$ cat config.mk
export PLATFORM = sky130hd
export DESIGN_NAME = pipe_stage_reg_flat
export DESIGN_NICKNAME = d
export VERILOG_FILES = /design/src/rtl/pipe_stage_reg_pkg.sv /design/src/rtl/pipe_stage_reg_if.sv /design/src/rtl/pipe_stage_reg_slot.sv /design/src/rtl/pipe_stage_reg.sv /design/src/flat_wrapper.sv
export SDC_FILE = /design/constraint.sdc
export NUM_CORES = 1
export LEC_CHECK = 0
export ABC_AREA = 1
export BUFFER_PORTS_ARGS = -buffer_cell sky130_fd_sc_hd__buf_2
export CAP_MARGIN = 25
export CORE_ASPECT_RATIO = 1.5
export CORE_MARGIN = 2
export CORE_UTILIZATION = 42
export CTS_CLUSTER_DIAMETER = 120
export DETAILED_ROUTE_END_ITERATION = 10
export GPL_ROUTABILITY_DRIVEN = 0
export MAX_ROUTING_LAYER = met4
export PLACE_DENSITY = 0.75
export RECOVER_POWER = 25
export SYNTH_ARGS = -nofsm -noshare
export SYNTH_HDL_FRONTEND = slang
export SYNTH_HIERARCHICAL = 1
export SYNTH_SLANG_ARGS = --single-unit
$ cat constraint.sdc
create_clock -name clk -period 1.14 [get_ports clk]
set_input_delay 0.114 -clock clk [delete_from_list [all_inputs] [get_ports clk]]
set_output_delay 0.114 -clock clk [all_outputs]
set_load 0.01 [all_outputs]
$ cat src/rtl/pipe_stage_reg_pkg.sv
// pipe_pkg: shared occupancy type and default payload constants for pipeline stages.
package pipe_pkg;
    localparam int WORD_W = 32;
    typedef logic [1:0] occ_t;
    localparam logic [WORD_W-1:0] ZERO_WORD = '0;
    localparam logic [WORD_W-1:0] NOP_WORD = ZERO_WORD;
endpackage

$ cat src/rtl/pipe_stage_reg_if.sv
// pipe_stage_reg_if: upstream/downstream handshake plus controller hold/kill for one stage.
interface pipe_stage_reg_if #(parameter int PAYLOAD_W = 32);
    logic in_valid, in_ready, out_valid, out_ready, stall, flush;
    logic [PAYLOAD_W-1:0] in_payload, out_payload;
    pipe_pkg::occ_t occupancy;
    modport master (output in_valid, in_payload, out_ready, stall, flush,
                    input in_ready, out_valid, out_payload, occupancy);
    modport slave (input in_valid, in_payload, out_ready, stall, flush,
                   output in_ready, out_valid, out_payload, occupancy);
endinterface

$ cat src/rtl/pipe_stage_reg_slot.sv
// pipe_slot: one valid+payload register; clear wins over load.
module pipe_slot #(
    parameter int W = 32
) (
    input  logic         clk,
    input  logic         rst,
    input  logic         load_i,
    input  logic         clr_i,
    input  logic [W-1:0] d_i,
    output logic         valid_o,
    output logic [W-1:0] q_o
);
    logic         valid_q;
    logic [W-1:0] data_q;
    always_ff @(posedge clk or negedge rst) begin
        if (!rst) begin
            valid_q <= 1'b0;
            data_q  <= '0;
        end else if (clr_i) begin
            valid_q <= 1'b0;
        end else if (load_i) begin
            valid_q <= 1'b1;
            data_q  <= d_i;
        end
    end
    assign valid_o = valid_q;
    assign q_o     = data_q;
endmodule

$ cat src/rtl/pipe_stage_reg.sv
// pipe_stage_reg: pipeline stage register with stall/flush and bubble insertion.
// Define PIPE_STAGE_SKID_EN to build the second (skid) slot with a registered in_ready.
module pipe_stage_reg
    import pipe_pkg::*;
#(
    parameter int                   PAYLOAD_W   = 32,
    parameter logic [PAYLOAD_W-1:0] NOP_PAYLOAD = PAYLOAD_W'(NOP_WORD)
) (
    input logic             clk,
    input logic             rst,
    pipe_stage_reg_if.slave bus
);
    logic                 m_v, m_load, m_clr, acc, iss, rdy_q, rdy_d;
    logic [PAYLOAD_W-1:0] m_q, m_d;
    assign bus.out_valid   = m_v & ~bus.stall;
    assign bus.out_payload = bus.out_valid ? m_q : NOP_PAYLOAD;
    assign iss = bus.out_valid & bus.out_ready;
    assign acc = bus.in_valid & bus.in_ready;
`ifdef PIPE_STAGE_SKID_EN
    logic                 s_v, s_load, s_clr;
    logic [PAYLOAD_W-1:0] s_q;
    // rdy_q mirrors "skid slot empty next cycle", so in_ready never sees out_ready
    assign bus.in_ready  = rdy_q & ~bus.stall;
    assign m_load        = (iss & s_v) | (acc & (~m_v | iss));
    assign m_clr         = bus.flush | (iss & ~s_v & ~acc);
    assign m_d           = (iss & s_v) ? s_q : bus.in_payload;
    assign s_load        = acc & m_v & ~iss;
    assign s_clr         = bus.flush | iss;
    assign rdy_d         = s_clr | ~(s_load | s_v);
    assign bus.occupancy = occ_t'({1'b0, m_v} + {1'b0, s_v});
    pipe_slot #(.W(PAYLOAD_W)) u_skid (
        .clk    (clk),
        .rst    (rst),
        .load_i (s_load),
        .clr_i  (s_clr),
        .d_i    (bus.in_payload),
        .valid_o(s_v),
        .q_o    (s_q)
    );
`else
    // rdy_q only keeps in_ready low until the first edge after reset
    assign bus.in_ready  = rdy_q & (~m_v | bus.out_ready) & ~bus.stall;
    assign m_load        = acc;
    assign m_clr         = bus.flush | (iss & ~acc);
    assign m_d           = bus.in_payload;
    assign rdy_d         = 1'b1;
    assign bus.occupancy = occ_t'({1'b0, m_v});
`endif
    pipe_slot #(.W(PAYLOAD_W)) u_main (
        .clk    (clk),
        .rst    (rst),
        .load_i (m_load),
        .clr_i  (m_clr),
        .d_i    (m_d),
        .valid_o(m_v),
        .q_o    (m_q)
    );
    always_ff @(posedge clk or negedge rst) begin
        if (!rst) rdy_q <= 1'b0;
        else      rdy_q <= rdy_d;
    end
endmodule

$ cat src/flat_wrapper.sv
// flat-port wrapper written by rule: the top's interface ports become plain ports
module pipe_stage_reg_flat import pipe_pkg::*;
#(
    parameter int                   PAYLOAD_W   = 32,
    parameter logic [PAYLOAD_W-1:0] NOP_PAYLOAD = PAYLOAD_W'(NOP_WORD)
)
  (clk, rst, bus_in_valid, bus_in_payload, bus_out_ready, bus_stall, bus_flush, bus_in_ready, bus_out_valid, bus_out_payload, bus_occupancy);
  pipe_stage_reg_if #(.PAYLOAD_W(PAYLOAD_W)) bus_i ();
  input logic clk;
  input logic rst;
  input wire logic [$bits(bus_i.in_valid)-1:0] bus_in_valid;
  input wire logic [$bits(bus_i.in_payload)-1:0] bus_in_payload;
  input wire logic [$bits(bus_i.out_ready)-1:0] bus_out_ready;
  input wire logic [$bits(bus_i.stall)-1:0] bus_stall;
  input wire logic [$bits(bus_i.flush)-1:0] bus_flush;
  output wire logic [$bits(bus_i.in_ready)-1:0] bus_in_ready;
  output wire logic [$bits(bus_i.out_valid)-1:0] bus_out_valid;
  output wire logic [$bits(bus_i.out_payload)-1:0] bus_out_payload;
  output wire logic [$bits(bus_i.occupancy)-1:0] bus_occupancy;
  assign bus_i.in_valid = bus_in_valid;
  assign bus_i.in_payload = bus_in_payload;
  assign bus_i.out_ready = bus_out_ready;
  assign bus_i.stall = bus_stall;
  assign bus_i.flush = bus_flush;
  assign bus_in_ready = bus_i.in_ready;
  assign bus_out_valid = bus_i.out_valid;
  assign bus_out_payload = bus_i.out_payload;
  assign bus_occupancy = bus_i.occupancy;
  pipe_stage_reg #(.PAYLOAD_W(PAYLOAD_W), .NOP_PAYLOAD(NOP_PAYLOAD)) u_core (.clk(clk), .rst(rst), .bus(bus_i));
endmodule
* Word level (Yosys, flattened, before mapping) *
Cells that the tools add are included.

operators by class
  multiplexer cells = 3
  bitwise logic cells = 12
  reduce and logical (&&, ||, !) cells = 2

operators with widths
  operator             count
  32-bit 2-to-1 mux    1
  1-bit AND            6
  1-bit NOT            4
  1-bit 2-to-1 mux     2
  1-bit bitwise OR     2
  2-bit AND reduction  1
  2-bit nonzero test   1

word-level totals
  bits in registers = 34

* Logic depth before layout (Yosys ltp) *
Gate-level depths: netlist (run 1).

  word-level depth = 10
  gate-level depth with buffers = 10

* Modules after synthesis *
Netlist (run 1), hierarchy kept.

modules (own cells, without submodules)
  module          instances  cells an instance  area an instance (sq um)  sequential area each (sq um)
  pipe_slot       1          143                1331.3                    825.8
  pipe_stage_reg  1          87                 381.6                     25.0

* Worst setup path before layout (run 1) *
No wires, ideal clock.

  path kind = register -> register
  start = register u_core.u_main.valid_q, in the netlist u_core/u_main/valid_o
  end = register u_core.u_main.data_q[0], in the netlist u_core/u_main/q_o[0]
  library setup time = 0.116 ns
  arrival time = 1.080 ns
  required time = 1.024 ns
  setup slack = -0.056 ns
  stages on the path, launching flop included = 10
  path buffers = 1
  clock period less this slack = 1.196 ns
  cells stage by stage = dfrtp_1 nand2_2 nor2_1 nand2_1 nand2_1 inv_2 nand2_4 buf_6 nand2_1 nand2_1

on the way
  longest elaborated chain between the ends = 10

ends and longest elaborated chain
  element                            RTL line                   source
  from (decl)                        pipe_stage_reg_slot.sv:13  logic valid_q;
  from (signal assigned)             pipe_stage_reg_slot.sv:17  valid_q <= 1'b0;
  from (signal assigned)             pipe_stage_reg_slot.sv:20  valid_q <= 1'b0;
  from (signal assigned)             pipe_stage_reg_slot.sv:22  valid_q <= 1'b1;
  1-bit NOT                          pipe_stage_reg.sv:42       assign bus.in_ready = rdy_q & (~m_v | bus.out_ready) & ~bus.stall;
  1-bit bitwise OR                   pipe_stage_reg.sv:42
  1-bit AND (2 in a row)             pipe_stage_reg.sv:42
  1-bit AND                          pipe_stage_reg.sv:18       assign acc = bus.in_valid & bus.in_ready;
  1-bit NOT                          pipe_stage_reg.sv:44       assign m_clr = bus.flush | (iss & ~acc);
  1-bit AND (*)                      pipe_stage_reg.sv:44
  1-bit bitwise OR (*)               pipe_stage_reg.sv:44
  net u_core.m_clr                   pipe_stage_reg.sv:13       logic m_v, m_load, m_clr, acc, iss, rdy_q, rdy_d;
  1-bit NOT (no line) (*)            -
  2-bit AND reduction (no line) (*)  -
  to (signal assigned)               pipe_stage_reg_slot.sv:23  data_q <= d_i;
  to (decl)                          pipe_stage_reg_slot.sv:14  logic [W-1:0] data_q;

The timed path passes the listed nets; every way through them passes the cells marked *.
A chain may end at the register's enable or synchronous reset.

* Final worst setup path (run 1) *
  start = register u_core.u_main.valid_q, in the netlist u_core/u_main/valid_o
  end = output port bus_out_payload[2]

on the way
  longest elaborated chain between the ends = 2

ends and longest elaborated chain
  element            RTL line              source
  1-bit AND          pipe_stage_reg.sv:15  assign bus.out_valid = m_v & ~bus.stall;
  32-bit 2-to-1 mux  pipe_stage_reg.sv:16  assign bus.out_payload = bus.out_valid ? m_q : NOP_PAYLOAD;
  to (decl)          flat_wrapper.sv:18    output wire logic [$bits(bus_i.out_payload)-1:0] bus_out_payload;

No other way between the ends.

==> results of run 1 <==
-- area by class of cell --
| cell class | instances | area [um2] |
|---|---|---|
| clock inverters | 2 | 60.06 |
| flip-flops and latches | 34 | 850.8 |
| fillers | 413 | 1588 |
| repair buffers | 86 | 525.5 |
| clock buffers | 6 | 82.58 |
| multi-input cells | 141 | 610.6 |
| inverters | 40 | 150.1 |
| well taps | 45 | 56.30 |
-- repair_timing --
item | in CTS | in global routing
setup buffers | 1 | 0
hold buffers | 1 | 0
setup endpoints to repair | 66 | 67
resized for setup | 6 | 10
hold endpoints to repair | 14 | 0
pin swaps | 0 | 1
-- routing by layer --
| metal | track usage (%) | vias to the layer above | wire [um] | share of wire, % |
|---|---|---|---|---|
| met3 | 2.492 | 5 | 161 | 4.2 |
| li1 | - | 827 | - | - |
| met4 | 7.143 | 0 | 45 | 1.2 |
| met1 | 21.16 | 698 | 1514 | 39 |
| met2 | 32.00 | 37 | 2139 | 55 |
| met5 | - | - | 0 | 0 |
-- final timing paths --
path | from | depth (start not counted) | endpoint
min | bus_in_payload[22] | 3 | u_core/u_main/q_o[22]$_DFFE_PN0P_
min reg2reg | u_core/u_main/q_o[11]$_DFFE_PN0P_ | 2 | u_core/u_main/q_o[11]$_DFFE_PN0P_
max in group asynchronous | rst | 3 | u_core/u_main/q_o[10]$_DFFE_PN0P_
max | u_core/u_main/valid_o$_DFFE_PN0P_ | 4 | bus_out_payload[2]
max reg2reg | u_core/u_main/valid_o$_DFFE_PN0P_ | 9 | u_core/u_main/q_o[1]$_DFFE_PN0P_
min in group asynchronous | rst | 2 | u_core/u_main/q_o[24]$_DFFE_PN0P_
-- through the flow --
stage          instances  setup TNS (ns)  total power [mW]
2_1_floorplan        230          -1.388             1.924
3_3_place_gp         344          -1.578             2.123
3_5_place_dp         344          -3.271             2.149
4_1_cts              354          -7.913             3.514
5_1_grt              354          -14.23             3.717
6_report             354          -8.649             3.505
-- cells in the mapped netlist (all sizes together) --
library cell,n
nor2,34
buf,15
inv,40
nand3,33
dfrtp,34
conb,2
nand2,72
-- report_power, final --
group	total, mW	switching (mW)	internal [mW]
combinational	0.578	0.328	0.250
sequential	1.58	0.134	1.44
clock	1.35	0.417	0.933
-- logic make-up after synthesis --
family	Yosys count	share of synthesized area (%)
flops	34	49.67
other cells	2	0.4384
buf+inv	55	16.44
simple gates	139	33.46
-- flip-flops by register name (all words and copies together) (netlist names) --
name and flops:
u_core/rdy_q 1, u_core/u_main/q_o 32, u_core/u_main/valid_o 1
-- critical path, cell delays in order, from the launching register on --
cell     delay, ns
dfrtp_1       0.39
nand2_2       0.11
buf_4         0.17
nor2_1        0.10
buf_2         0.14
==> impl_metrics.ini, run 1 <==
[grt]
grt_max_degree = 27
grt_pass1_vias = 1469
grt_use_total_pct = 18.18
grt_pass1_wl_um = 6451
grt_antenna_before_repair = 0
overflow = 0

[synth]
synth_largest_area_cell = dfrtp_1
synth.area.top_cells = dfrtp_1, nand2_1, nand3_1, inv_1, nor2_1
synthesis.area_um2 = 1713
synth_warnings = 6
ys_seq_area_share_pct = 49.67
ys_ff_latch = 34
yosysUniqueCellTypes = 12
synth_top_area_share_pct = 49.67
syn_area_per_cell_um2 = 7.447
syn-instance-count = 230
synthesis.nets = 268

[clocking]
cts_buffer_depth = 2
worst_skew_pair.late_latency_ns = 0.28
path_clk_slew_ns = 0.07
root_buffer = clkbuf_8
cts_sinks = 34
numCtsBuffers = 5
cts_tree = built
htree_levels = 2

[timing]
fmax_mhz = 770.0
fin_worst_skew_ns = 0.005950
setup_viol = 67
setup_ws_ns = -0.1587
final_hold_viol_count = 0
slew_viol_final = 0
holdWs_ns = 0.06192
fin_crit_sh_pct = 113.9
rsz0062_at_grt = true
fin_crit_ns = 1.299

[power_and_ir_drop]
leakagePower_nw = 1.447
powerDensity_nw_per_um2 = 1500
peakVddDrop_uv = 1145

[setup_path]
cp_max_fo = 7
required_ns = 1.03
critPathArrivalTime_ns = 1.18
end_kind = output port
crit_type = reg -> out
reg2reg_slack_ns = -0.14
startpoint_type = flip-flop

[detailed_routing]
route.detailed.drc = 0
drtIter0Drc = 26
firstDrtPassIters = 4
drtAntennaViolNets = 0
vias_per_cell = 4.427
wire_per_inst_um = 10.90
routed_wl_um = 3860
vias = 1567

[cells_and_area]
utilization_pct = 59.53
final_common_cell = buf_2
syn2layout_area_growth_pct = 36.38
final_cell_mix = buf_2, nand2_1, inv_1
diodes = 0
post-route-cell-area_um2 = 2336
layout-drive-gt1-share_pct = 34.63
nets = 346

[floorplan]
initial_core_util_pct = 43.65
num_rows = 28
num_io_pins = 74
core_um2 = 3924
dieArea_um2 = 4616
die_x_um = 56.14
dieHeight_um = 82.22

[run_status]
outcome = finished with violations
violations = setup timing

[placement]
hpwlAfterDp_um = 2925
io_buffers = 72
place_ws_ns = -0.1230
postPlaceCellArea_um2 = 2126

[worst_hold_path]
hp-class = in -> reg

[run]
max_cap_viol_count = 0
(Power assumes the default switching activity.)
==> run 2: changes to the inputs <==
- CORE_UTILIZATION: 42 -> 47
- PLACE_DENSITY: 0.75 -> 0.79
- clock period: 1.14 -> 1.44 ns (I/O delays scaled with it)
==> run 2 against run 1 <==
The run now ends clean. Non-clock buffer count down 3. Wire length up 2.6%. Cell area down 5.4%. Largest cell class unchanged.
==> impl_metrics.ini, run 2 (same netlist as run 1, synthesis figures left out) <==
[floorplan]
dieHeight_um = 77.94
num_rows = 26
die_x_um = 53.29
initial_core_util_pct = 49.67
num_io_pins = 74
dieArea_um2 = 4153
core_um2 = 3448

[setup_path]
worstReg2RegEnd = u_core/u_main/q_o[19]$_DFFE_PN0P_
worstReg2RegStart = u_core/u_main/valid_o$_DFFE_PN0P_
end_kind = output port
crit_end = bus_out_payload[3]
cp_max_fo = 15
ff2ff_path_depth = 8
crit_type = reg -> out
critPathArrivalTime_ns = 1.24
cp-startpoint = u_core/u_main/valid_o$_DFFE_PN0P_
required_ns = 1.30
reg2reg_slack_ns = 0.08
startpoint_type = flip-flop

[worst_hold_path]
hp-class = in -> reg

[clocking]
numCtsBuffers = 5
root_buffer = clkbuf_8
cts_sinks = 34
cts_buffer_depth = 2
path_clk_slew_ns = 0.07
worst_skew_pair.late_latency_ns = 0.27
htree_levels = 2
cts_tree = built

[detailed_routing]
drtIter0Drc = 32
wire_per_inst_um = 11.35
met3_length_um = 214
firstDrtPassIters = 6
routed_wl_um = 3962
vias = 1608
dr.max_layer_used = met4
wl_met1_um = 1545
vias_per_cell = 4.607
route.detailed.drc = 0
met2_length_um = 2130
drtAntennaViolNets = 0

[grt]
grt_pass1_wl_um = 6375
grt_use_total_pct = 20.96
overflow = 0
grt_max_degree = 34
grt_antenna_before_repair = 0
grt_pass1_vias = 1560

[timing]
slew_viol_final = 0
fin_crit_ns = 1.383
fin_crit_sh_pct = 96.06
setup_ws_ns = 0.05668
setup_viol = 0
maxSlewHeadroom_pct = 66.27
fin_worst_skew_ns = 0.007094
fmax_mhz = 722.9
tightestPinTransition_ns = 0.5059
final_hold_viol_count = 0
holdWs_ns = 0.09632

[placement]
dpl.cell_count = 338
io_buffers = 72
place_ws_ns = 0.1009
hpwlAfterDp_um = 2783

[cells_and_area]
final_cell_mix = buf_2, nand2_1, inv_1
fillers = 328
stdcell_count = 349
largest_reg_flops = 32
syn2layout_area_growth_pct = 29.07
nets = 344
diodes = 0
final_common_cell = buf_2
layout-drive-gt1-share_pct = 30.29

[run]
max_cap_viol_count = 0

[power_and_ir_drop]
p_total_mw = 2.381
powerDensity_nw_per_um2 = 1077
leakagePower_nw = 1.386
peakVddDrop_uv = 729.5

[run_status]
outcome = completed
-- run 2: cell types whose count changed in the layout (fill, tap and decap cells not counted), sizes merged --
| cell | delta |
|---|---|
| buf | -4 |
| bufinv | -2 |
| clkbuf | +2 |
| clkinv | +2 |
| inv | -1 |
| nand2 | +1 |
-- run 2: final cells by class --
| class | count | area, um2 | area share [%] |
|---|---|---|---|
| Timing Repair Buffer | 83 | 460.4 | 20.83 |
| Multi-Input combinational cell | 142 | 600.6 | 27.16 |
| Sequential cell | 34 | 850.8 | 38.48 |
| Inverter | 40 | 155.1 | 7.018 |
| Tap cell | 42 | 52.55 | 2.377 |
| Clock inverter | 1 | 5.005 | 0.2264 |
| Clock buffer | 7 | 86.33 | 3.905 |
-- run 2: worst min path at each step --
stage / from / endpoint / slack, ns / depth (start not counted)
final: bus_in_payload[23] / u_core/u_main/q_o[23]$_DFFE_PN0P_ / 0.1 / 3
after global routing: bus_in_payload[12] / u_core/u_main/q_o[12]$_DFFE_PN0P_ / 0.11 / 3
after CTS: bus_in_payload[23] / u_core/u_main/q_o[23]$_DFFE_PN0P_ / 0.09 / 3
after detailed placement: rst / u_core/u_main/q_o[18]$_DFFE_PN0P_ / 0.13 / 1
after global placement: rst / u_core/u_main/q_o[21]$_DFFE_PN0P_ / 0.12 / 1
after floorplan: rst / u_core/rdy_q$_DFF_PN0_ / -0.15 / 0
-- run 2: stage by stage --
| step | utilization [%] | instance area (um2) | TNS, ns |
|---|---|---|---|
| after CTS | 62.74 | 2163 | 0 |
| final | 64.11 | 2211 | 0 |
| after floorplan | - | 1713 | 0 |
| after global placement | 59.80 | 2062 | 0 |
| after global routing | 64.11 | 2211 | -0.4131 |
| after detailed placement | 59.80 | 2062 | 0 |
-- run 2: worst max-delay path, cell delays in order (launching register included) --
cell	delay, ns
dfrtp_1	0.39
nand2_2	0.09
buf_4	0.19
nor2_1	0.13
buf_2	0.15
-- run 2: timing repair --
item / CTS / global route
hold buffers: 1 / 0
setup buffers: 0 / 1
setup endpoints to repair: 0 / 44
gates resized for setup: 0 / 9
endpoints found under the hold margin: 19 / 0
-- run 2: power by group --
| part | total [mW] | switching [mW] | internal, mW |
|---|---|---|---|
| sequential | 1.25 | 0.102 | 1.14 |
| combinational | 0.438 | 0.256 | 0.182 |
| clock | 0.698 | 0.313 | 0.385 |
-- run 2: routing by layer --
layer	global-route usage [%]	up-vias
met2	37.16	49
li1	-	824
met4	8.462	0
met1	21.93	729
met3	3.654	6
met5	-	-
==> run 3: changes to the inputs <==
- SYNTH_HIERARCHICAL: 1 -> unset
==> run 3 against run 2 <==
Register-to-register slack improved by 0.16 ns. Final cell count shrank 0.57%. Synthesized area shrank 0.29%. Setup slack got worse by 0.021 ns. Global-route usage grew 2.5 points. Critical path type unchanged.
==> impl_metrics.ini, run 3 <==
[synth]
async_flop_share_pct = 100.0
ys_top_cells_by_count = nand2_1, inv_1, nor2_1
synth_top_area_share_pct = 49.82
ys.flop_type = dfrtp_1
synth.area.top_cells = dfrtp_1, nand2_1, nand4_1, inv_1, nor2_1
synth_enable_flop_cells = 0
synth_most_common_cell = nand2_1
synthesis.nets = 266
ys_seq_area_share_pct = 49.82
ys_ff_latch = 34
syn_area_per_cell_um2 = 7.491
synth_warnings = 0
synthesis.area_um2 = 1708
syn-instance-count = 228
synth_largest_area_cell = dfrtp_1
yosysUniqueCellTypes = 12

[floorplan]
core_um2 = 3448
dieArea_um2 = 4142
dieHeight_um = 77.83
num_rows = 26
die_x_um = 53.22
num_io_pins = 74
initial_core_util_pct = 49.53

[detailed_routing]
wire_per_inst_um = 12.37
routed_wl_um = 4292
drtIter0Drc = 42
route.detailed.drc = 0
vias = 1716
vias_per_cell = 4.945
firstDrtPassIters = 4
drtAntennaViolNets = 0

[run]
max_cap_viol_count = 0

[grt]
grt_antenna_before_repair = 0
grt_max_degree = 35
grt_pass1_wl_um = 6851
overflow = 0
grt_pass1_vias = 1587
grt_use_total_pct = 23.48

[placement]
io_buffers = 72
place_ws_ns = 0.1473
postPlaceCellArea_um2 = 2091
hpwlAfterDp_um = 2819

[timing]
fin_crit_ns = 1.405
setup_viol = 0
fmax_mhz = 711.9
slew_viol_final = 0
tightestPinTransition_ns = 0.8163
holdWs_ns = 0.09899
fin_worst_skew_ns = 0.003996
setup_ws_ns = 0.03539
final_hold_viol_count = 0
fin_crit_sh_pct = 97.54
rsz0062_at_grt = true
maxSlewHeadroom_pct = 45.58

[clocking]
path_clk_slew_ns = 0.07
worst_skew_pair.late_latency_ns = 0.29
cts_tree = built
root_buffer = clkbuf_8
cts_buffer_depth = 2
cts_sinks = 34
htree_levels = 2
numCtsBuffers = 5

[setup_path]
cp_max_fo = 16
path_cells = inv_2 > nor2_4 > buf_4 > inv_8 > nor2_1 > buf_2
cpMaxStageDelayCell = dfrtp_1
reg2reg_slack_ns = 0.24
startpoint_type = flip-flop
critPathBufInv = 4
critPathTopFamily = buffers and inverters
worstReg2RegEnd = u_core.u_main.q_o[29]$_DFFE_PN0P_
worstReg2RegStart = u_core.u_main.valid_o$_DFFE_PN0P_
end_kind = output port
slowest_delay_ns = 0.40
crit_type = reg -> out
required_ns = 1.30
critPathArrivalTime_ns = 1.26
ff2ff_path_depth = 6

[worst_hold_path]
hp-class = in -> reg
hold_end = u_core.u_main.q_o[25]$_DFFE_PN0P_
min_from = bus_in_payload[25]
min_delay_path_depth = 3

[cells_and_area]
final_cell_mix = buf_2, nand2_1, inv_1
largest_reg_flops = 32
layout-drive-gt1-share_pct = 34.10
post-route-cell-area_um2 = 2263
diodes = 0
nets = 342
final_common_cell = buf_2
syn2layout_area_growth_pct = 32.53
utilization_pct = 65.64

[power_and_ir_drop]
p_total_mw = 2.408
swShare_pct = 29.40
p_clk_share_pct = 30.2
pwr-share-seq_pct = 51.5
power_switching_uw = 707.9
peakVddDrop_uv = 1033
leakagePower_nw = 1.361
p_int_mw = 1.700
powerDensity_nw_per_um2 = 1064
pwr-share-comb_pct = 18.3

[run_status]
outcome = completed
-- run 3: cell count changes after synthesis, moves of 3 or more --
| cell | change |
|---|---|
| inv_1 | -3 |
| nand4_1 | +32 |
| buf_6 | -7 |
| nand3_1 | -33 |
| buf_4 | -3 |
| nand2_1 | -3 |
| buf_2 | +12 |
-- run 3: how the worst max path moves through the flow --
stage,from,endpoint,slack [ns],depth (start not counted)
floorplan,u_core.u_main.valid_o$_DFFE_PN0P_,bus_out_payload[0],0.27,5
global placement,u_core.u_main.valid_o$_DFFE_PN0P_,bus_out_payload[14],0.20,5
detailed placement,u_core.u_main.valid_o$_DFFE_PN0P_,bus_out_payload[2],0.15,5
CTS,u_core.u_main.valid_o$_DFFE_PN0P_,bus_out_payload[2],0.002,5
global route,u_core.u_main.valid_o$_DFFE_PN0P_,bus_out_payload[2],-0.03,6
finish,u_core.u_main.valid_o$_DFFE_PN0P_,bus_out_payload[2],0.04,6
-- run 3: power groups by stage --
stage,combinational (mW),sequential (mW),clock (mW)
CTS,0.436,1.24,0.743
floorplan,0.278,1.23,0
global route,0.512,1.26,0.781
detailed placement,0.421,1.25,0
finish,0.440,1.24,0.728
global placement,0.408,1.24,0
-- run 3: per-layer routing --
layer  vias to the layer above  wire length [um]  GRT usage (%)
met5                         -                 0              -
met4                         0               165          16.15
met3                        16               236          4.038
met2                        64              2198          35.68
met1                       789              1692          27.44
li1                        847                 -              -
-- run 3: kinds of logic (layout without fill, tap and decap cells) --
logic type	count (synthesis)	in the layout	synth area share [%]
simple gates	137	137	36.04
compound gates	1	1	0.2928
flops	34	34	49.82
buf+inv	54	131	13.41
other cells	2	2	0.4397
-- run 3: area by class of cell --
cell class,instances,area [um2]
Fill cell,327,1185
Timing Repair inverter,1,11.26
Clock buffer,7,86.33
Sequential cell,34,850.8
Inverter,37,146.4
Timing Repair Buffer,85,460.4
Tap cell,42,52.55
Clock inverter,1,5.005
Multi-Input combinational cell,140,650.6
-- run 3: repair_timing --
action,in CTS,in global routing
hold endpoints to repair,34,0
hold buffers,1,0
buffers inserted,2,2
gates resized for setup,5,9
pin swaps,1,1
gates cloned,1,0
setup endpoints to repair,32,33
-- run 3: worst register-to-register path: stages, from the launching register on --
cell	delay, ns
dfrtp_1	0.40
buf_4	0.15
nand2_2	0.10
nand3_2	0.09
buf_4	0.23
nand2_1	0.09
nand2_1	0.05
-- run 3: per-stage QoR --
step,instances,setup TNS (ns)
after detailed placement,333,0
after floorplan,228,0
final,347,0
after CTS,345,0
after global routing,347,-0.3134
after global placement,333,0
